$ cat src/rtl/uart_boot_loader.sv
// uart_boot_loader: receives a length-prefixed image over UART, writes it to memory
// word by word, and holds the core in reset until the whole image has landed.
module uart_boot_loader #(
    parameter int CLKS_PER_BIT = 1250,
    parameter int MEM_WORDS    = 2048
) (
    input  logic        clk,
    input  logic        rst_n,
    input  logic        uart_rx,
    output logic        mem_we,
    output logic [31:0] mem_addr,
    output logic [31:0] mem_wdata,
    output logic        cpu_rst_n,
    output logic        busy,
    output logic        err
);
    localparam int CW = $clog2(CLKS_PER_BIT + 1);
    localparam logic [CW-1:0] FULL  = CW'(CLKS_PER_BIT);
    localparam logic [CW-1:0] HALF  = CW'(CLKS_PER_BIT / 2);
    localparam logic [31:0]   MAX_W = 32'(MEM_WORDS);
    typedef enum logic [1:0] {RX_IDLE, RX_START, RX_DATA, RX_STOP} rx_state_t;
    typedef enum logic [2:0] {HDR_LO, HDR_HI, LOAD, DONE, ERROR} state_t;
    rx_state_t     rx_state;
    state_t        state;
    logic          rx_s1, rx_s2, rx_prev;
    logic [CW-1:0] cnt;
    logic [2:0]    bit_idx;
    logic [7:0]    rx_sh;
    logic          byte_valid, frame_err;
    logic [15:0]   count, word_index, hdr_n;
    logic [1:0]    byte_cnt;
    logic [31:0]   asm_reg;
    assign hdr_n = {rx_sh, count[7:0]};
    // rx_sh holds the received byte until the next byte's data bits start shifting in
    always_ff @(posedge clk or negedge rst_n) begin
        if (!rst_n) begin
            rx_s1      <= 1'b1;
            rx_s2      <= 1'b1;
            rx_prev    <= 1'b1;
            rx_state   <= RX_IDLE;
            cnt        <= '0;
            bit_idx    <= '0;
            rx_sh      <= '0;
            byte_valid <= 1'b0;
            frame_err  <= 1'b0;
        end else begin
            rx_s1      <= uart_rx;
            rx_s2      <= rx_s1;
            rx_prev    <= rx_s2;
            byte_valid <= 1'b0;
            frame_err  <= 1'b0;
            case (rx_state)
                RX_IDLE: if (rx_prev && !rx_s2) begin
                    rx_state <= RX_START;
                    cnt      <= CW'(1);
                end
                RX_START: if (cnt == HALF) begin
                    rx_state <= rx_s2 ? RX_IDLE : RX_DATA;
                    cnt      <= CW'(1);
                    bit_idx  <= '0;
                end else cnt <= cnt + 1'b1;
                RX_DATA: if (cnt == FULL) begin
                    rx_sh    <= {rx_s2, rx_sh[7:1]};
                    cnt      <= CW'(1);
                    bit_idx  <= bit_idx + 3'd1;
                    rx_state <= (bit_idx == 3'd7) ? RX_STOP : RX_DATA;
                end else cnt <= cnt + 1'b1;
                RX_STOP: if (cnt == FULL) begin
                    byte_valid <= rx_s2;
                    frame_err  <= !rx_s2;
                    rx_state   <= RX_IDLE;
                end else cnt <= cnt + 1'b1;
                default: rx_state <= RX_IDLE;
            endcase
        end
    end
    always_ff @(posedge clk or negedge rst_n) begin
        if (!rst_n) begin
            state      <= HDR_LO;
            count      <= '0;
            word_index <= '0;
            byte_cnt   <= '0;
            asm_reg    <= '0;
            mem_we     <= 1'b0;
            mem_addr   <= '0;
            mem_wdata  <= '0;
            cpu_rst_n  <= 1'b0;
            busy       <= 1'b1;
            err        <= 1'b0;
        end else begin
            mem_we <= 1'b0;
            if (frame_err && state != DONE && state != ERROR) begin
                state <= ERROR;
                err   <= 1'b1;
            end else begin
                case (state)
                    HDR_LO: if (byte_valid) begin
                        count[7:0] <= rx_sh;
                        state      <= HDR_HI;
                    end
                    HDR_HI: if (byte_valid) begin
                        count <= hdr_n;
                        if (hdr_n == 16'd0) begin
                            state     <= DONE;
                            cpu_rst_n <= 1'b1;
                            busy      <= 1'b0;
                        end else if ({16'd0, hdr_n} > MAX_W) begin
                            state <= ERROR;
                            err   <= 1'b1;
                        end else state <= LOAD;
                    end
                    LOAD: if (mem_we) begin
                        if (word_index == count - 16'd1) begin
                            state     <= DONE;
                            cpu_rst_n <= 1'b1;
                            busy      <= 1'b0;
                        end else word_index <= word_index + 16'd1;
                    end else if (byte_valid) begin
                        asm_reg  <= {rx_sh, asm_reg[31:8]};
                        byte_cnt <= byte_cnt + 2'd1;
                        if (byte_cnt == 2'd3) begin
                            mem_we    <= 1'b1;
                            mem_wdata <= {rx_sh, asm_reg[31:8]};
                            mem_addr  <= {14'd0, word_index, 2'b00};
                        end
                    end
                    default: ;
                endcase
            end
        end
    end
endmodule

$ cat config.mk
export PLATFORM = sky130hd
export DESIGN_NAME = uart_boot_loader
export DESIGN_NICKNAME = d
export VERILOG_FILES = /design/src/rtl/uart_boot_loader.sv
export SDC_FILE = /design/constraint.sdc
export NUM_CORES = 1
export LEC_CHECK = 0
export ABC_AREA = 1
export CAP_MARGIN = 40
export CORE_MARGIN = 1.5
export CORE_UTILIZATION = 43
export DETAILED_ROUTE_END_ITERATION = 7
export PLACE_DENSITY = 0.71
export SYNTH_ARGS = -nofsm -noshare
export SYNTH_HDL_FRONTEND = slang
export SYNTH_SLANG_ARGS = --single-unit
$ cat constraint.sdc
create_clock -name clk -period 2.34 [get_ports clk]
set_input_delay 0.702 -clock clk [delete_from_list [all_inputs] [get_ports clk]]
set_output_delay 0.702 -clock clk [all_outputs]
set_load 0.005 [all_outputs]
==> results.yml <==
outcome:
  status: "finished, final reports clean"
power:
  vdd_drop_max_v: 0.000515
  p_leak_nw: 3.90
  power-per-cell-area_nw_per_um2: 653
synthesis:
  seq_area_frac_synth_pct: 52.3
  synth_edf_count: 0
  yosys_warnings: 0
  syn_inst: 816
  synth.avg_cell_area_um2: 8.33
  synthArstFlopShare_pct: 100
  synth_area_um2: 6800
  ys_ff_latch: 142
  ys_types: 43
  yosys_most_used_dff: "dfrtp_1"
finish:
  layout_common_cells: "nand2_1 (232), dfrtp_1 (138), o21ai_0 (99)"
  final_common_cell: "nand2_1"
  antenna_cells: 0
  fin_area_um2: 8210
  final_layout_size_suffix_gt1_share_pct: 9.89
  fin_util_pct: 53.6
  area_growth_syn_to_layout_pct: 20.7
  fin_nets: 898
  largest_register_ffs: 32
timing:
  timing.fmax_ghz: 0.461
  fin_ws_ns: 0.169
  finClkSkew_ns: 0.00932
  rsz0062_at_grt: "false"
  hold_viol_final: 0
  period_needed_ns: 2.17
  slew_violations: 0
  setup_tns_ns: 0
  period_share_pct: 92.8
  final-setup-viol-count: 0
critical_path:
  worst-setup-path-type: "reg2reg"
  end_kind: "flop"
  r2r_end: "word_index[8]$_DFFE_PN0P_"
  r2r_cells: 15
  worstSetupStartpoint: "count[0]$_DFFE_PN0P_"
  rrSetupSlack_ns: 0.17
  cp-endpoint: "word_index[8]$_DFFE_PN0P_"
  critPathLaunchType: "flop"
  r2r-start: "count[0]$_DFFE_PN0P_"
  cp.required_ns: 2.64
  path_max_fanout: 22
  arrival_ns: 2.47
cts:
  cts_max_level: 4
  cts_tree: "built"
  cts_buffer_depth: 2
  clock_latency_ns: 0.43
  cts_buffers: 17
  cts_num_sinks: 142
  root_buffer: "clkbuf_16"
  cts.clk_slew.worst_paths_ns: 0.06
detailed_routing:
  ant_nets: 0
  first_pass_iters: 5
  vias_per_cell: 4.81
  drc: 0
  wl_per_cell_um: 13.1
  initialDrtViolationCount: 360
  num_vias: 5345
  wl_um: 14500
place:
  dp_hpwl_um: 10300
  dp_slack_ns: 0.135
  dpl_cell_area_um2: 7620
  routabilityCongestion: 0.920
  io_buffers: 54
die:
  die_x_um: 129
  io_pins: 71
  initial_utilization_pct: 44.4
  core_um2: 15300
  die_area_um2: 16600
  die_h_um: 129
  row_count: 45
grt:
  grt_pass1_vias: 4894
  grt_max_degree: 53
  antenna_found_initial: 0
  overflow: 0
  grtUsageTotal_pct: 18.8
  grt_pass1_wl_um: 24100
min_path:
  hold_class: "in2async"
job:
  cap_violations: 0
[synthesized netlist by cell type, types with 2 or more instances]
| cell | n | area [um2] |
|---|---|---|
| nor2_4 | 3 | 33.8 |
| o211ai_1 | 2 | 15.0 |
| nand3b_1 | 2 | 15.0 |
| nor4_1 | 4 | 25.0 |
| buf_6 | 2 | 22.5 |
| o21ai_2 | 11 | 96.3 |
| dfstp_2 | 4 | 105 |
| buf_4 | 16 | 120 |
| o21a_1 | 3 | 22.5 |
| buf_2 | 2 | 10.0 |
| nor2_2 | 5 | 31.3 |
| xor2_1 | 17 | 149 |
| nand2_4 | 2 | 22.5 |
| nand2_2 | 2 | 12.5 |
| clkbuf_1 | 15 | 56.3 |
| nand2_1 | 233 | 875 |
| nor3_1 | 14 | 70.1 |
| nor3_2 | 2 | 20.0 |
| nor2_1 | 55 | 206 |
| inv_1 | 97 | 364 |
| inv_2 | 3 | 11.3 |
| nand3_1 | 31 | 155 |
| o22ai_1 | 2 | 12.5 |
| dfrtp_1 | 138 | 3450 |
| a21oi_1 | 13 | 65.1 |
| o21ai_0 | 99 | 495 |
| xnor2_1 | 5 | 43.8 |
| ha_1 | 8 | 100 |
| nand4_1 | 11 | 68.8 |
| o21ai_1 | 2 | 10.0 |
[worst max-delay path, stage by stage, from the launching register on]
cell     delay (ns)
dfrtp_1        0.41
inv_2          0.09
ha_2           0.20
nand2_2        0.11
nor2_4         0.17
nand3_2        0.08
nand2_1        0.08
nand2_1        0.05
nor2_1         0.13
nand3_1        0.10
nor2_2         0.17
nand2_2        0.10
nand2_4        0.12
inv_6          0.10
nand2_1        0.09
o21ai_2        0.05
[routing by layer]
| layer | vias up | track usage [%] | part of all wire (%) |
|---|---|---|---|
| li1 | 2715 | - | - |
| met1 | 2518 | 25.7 | 48 |
| met2 | 94 | 29.4 | 47 |
| met3 | 18 | 3.95 | 3.3 |
| met4 | 0 | 7.34 | 1.6 |
| met5 | - | 0 | 0 |
[power breakdown]
| part | switching (mW) | internal, mW | total (mW) |
|---|---|---|---|
| logic | 0.190 | 0.0927 | 0.282 |
| registers | 0.0654 | 2.53 | 2.59 |
| clock network | 1.01 | 1.47 | 2.48 |
| total | 1.26 | 4.09 | 5.36 |
[worst min path at each step]
stage          cells past startpoint             from  slack (ns)                      end
3_3_place_gp                       0  rx_s1$_DFF_PN1_        0.35          rx_s2$_DFF_PN1_
5_1_grt                            1            rst_n        0.24  mem_addr[5]$_DFFE_PN0P_
3_5_place_dp                       0  rx_s1$_DFF_PN1_        0.35          rx_s2$_DFF_PN1_
2_1_floorplan                      0  rx_s1$_DFF_PN1_        0.35          rx_s2$_DFF_PN1_
4_1_cts                            1            rst_n        0.22  mem_addr[5]$_DFFE_PN0P_
6_report                           1            rst_n        0.20  mem_addr[5]$_DFFE_PN0P_
[through the flow]
step           total power [mW]  cells  hold WS (ns)
2_1_floorplan              2.81    831         0.345
3_3_place_gp               2.91   1076         0.347
3_5_place_dp               2.92   1076         0.347
4_1_cts                    5.41   1108         0.218
5_1_grt                    5.57   1111         0.238
6_report                   5.36   1111         0.203
[timing repair]
action / in CTS / in global routing
setup buffers: 0 / 3
endpoints found under the setup margin: 0 / 12
hold buffers: 0 / 0
resized for setup: 0 / 4
[kinds of logic (layout without fill, tap and decap cells)]
logic type / count (synthesis) / count (layout) / share of synthesized area, %
other: 1 / 16 / 0.0551
adders and majority gates: 8 / 8 / 1.47
buffers and inverters: 137 / 206 / 8.74
DFF: 142 / 142 / 52.3
AOI/OAI and AO/OA: 137 / 137 / 11.1
muxes: 1 / 1 / 0.166
xor gates and xnor gates: 22 / 22 / 2.83
and+or+nand+nor: 368 / 368 / 23.3
[cell type report]
type / instances / area (um2)
clock buffer: 20 / 447
multi-input combinational: 552 / 2720
sequential: 142 / 3560
timing repair buffer: 72 / 739
fill: 1454 / 7100
tap: 211 / 264
inverter: 102 / 388
clock inverter: 12 / 96.3
Power figures use the tool's default switching activity.
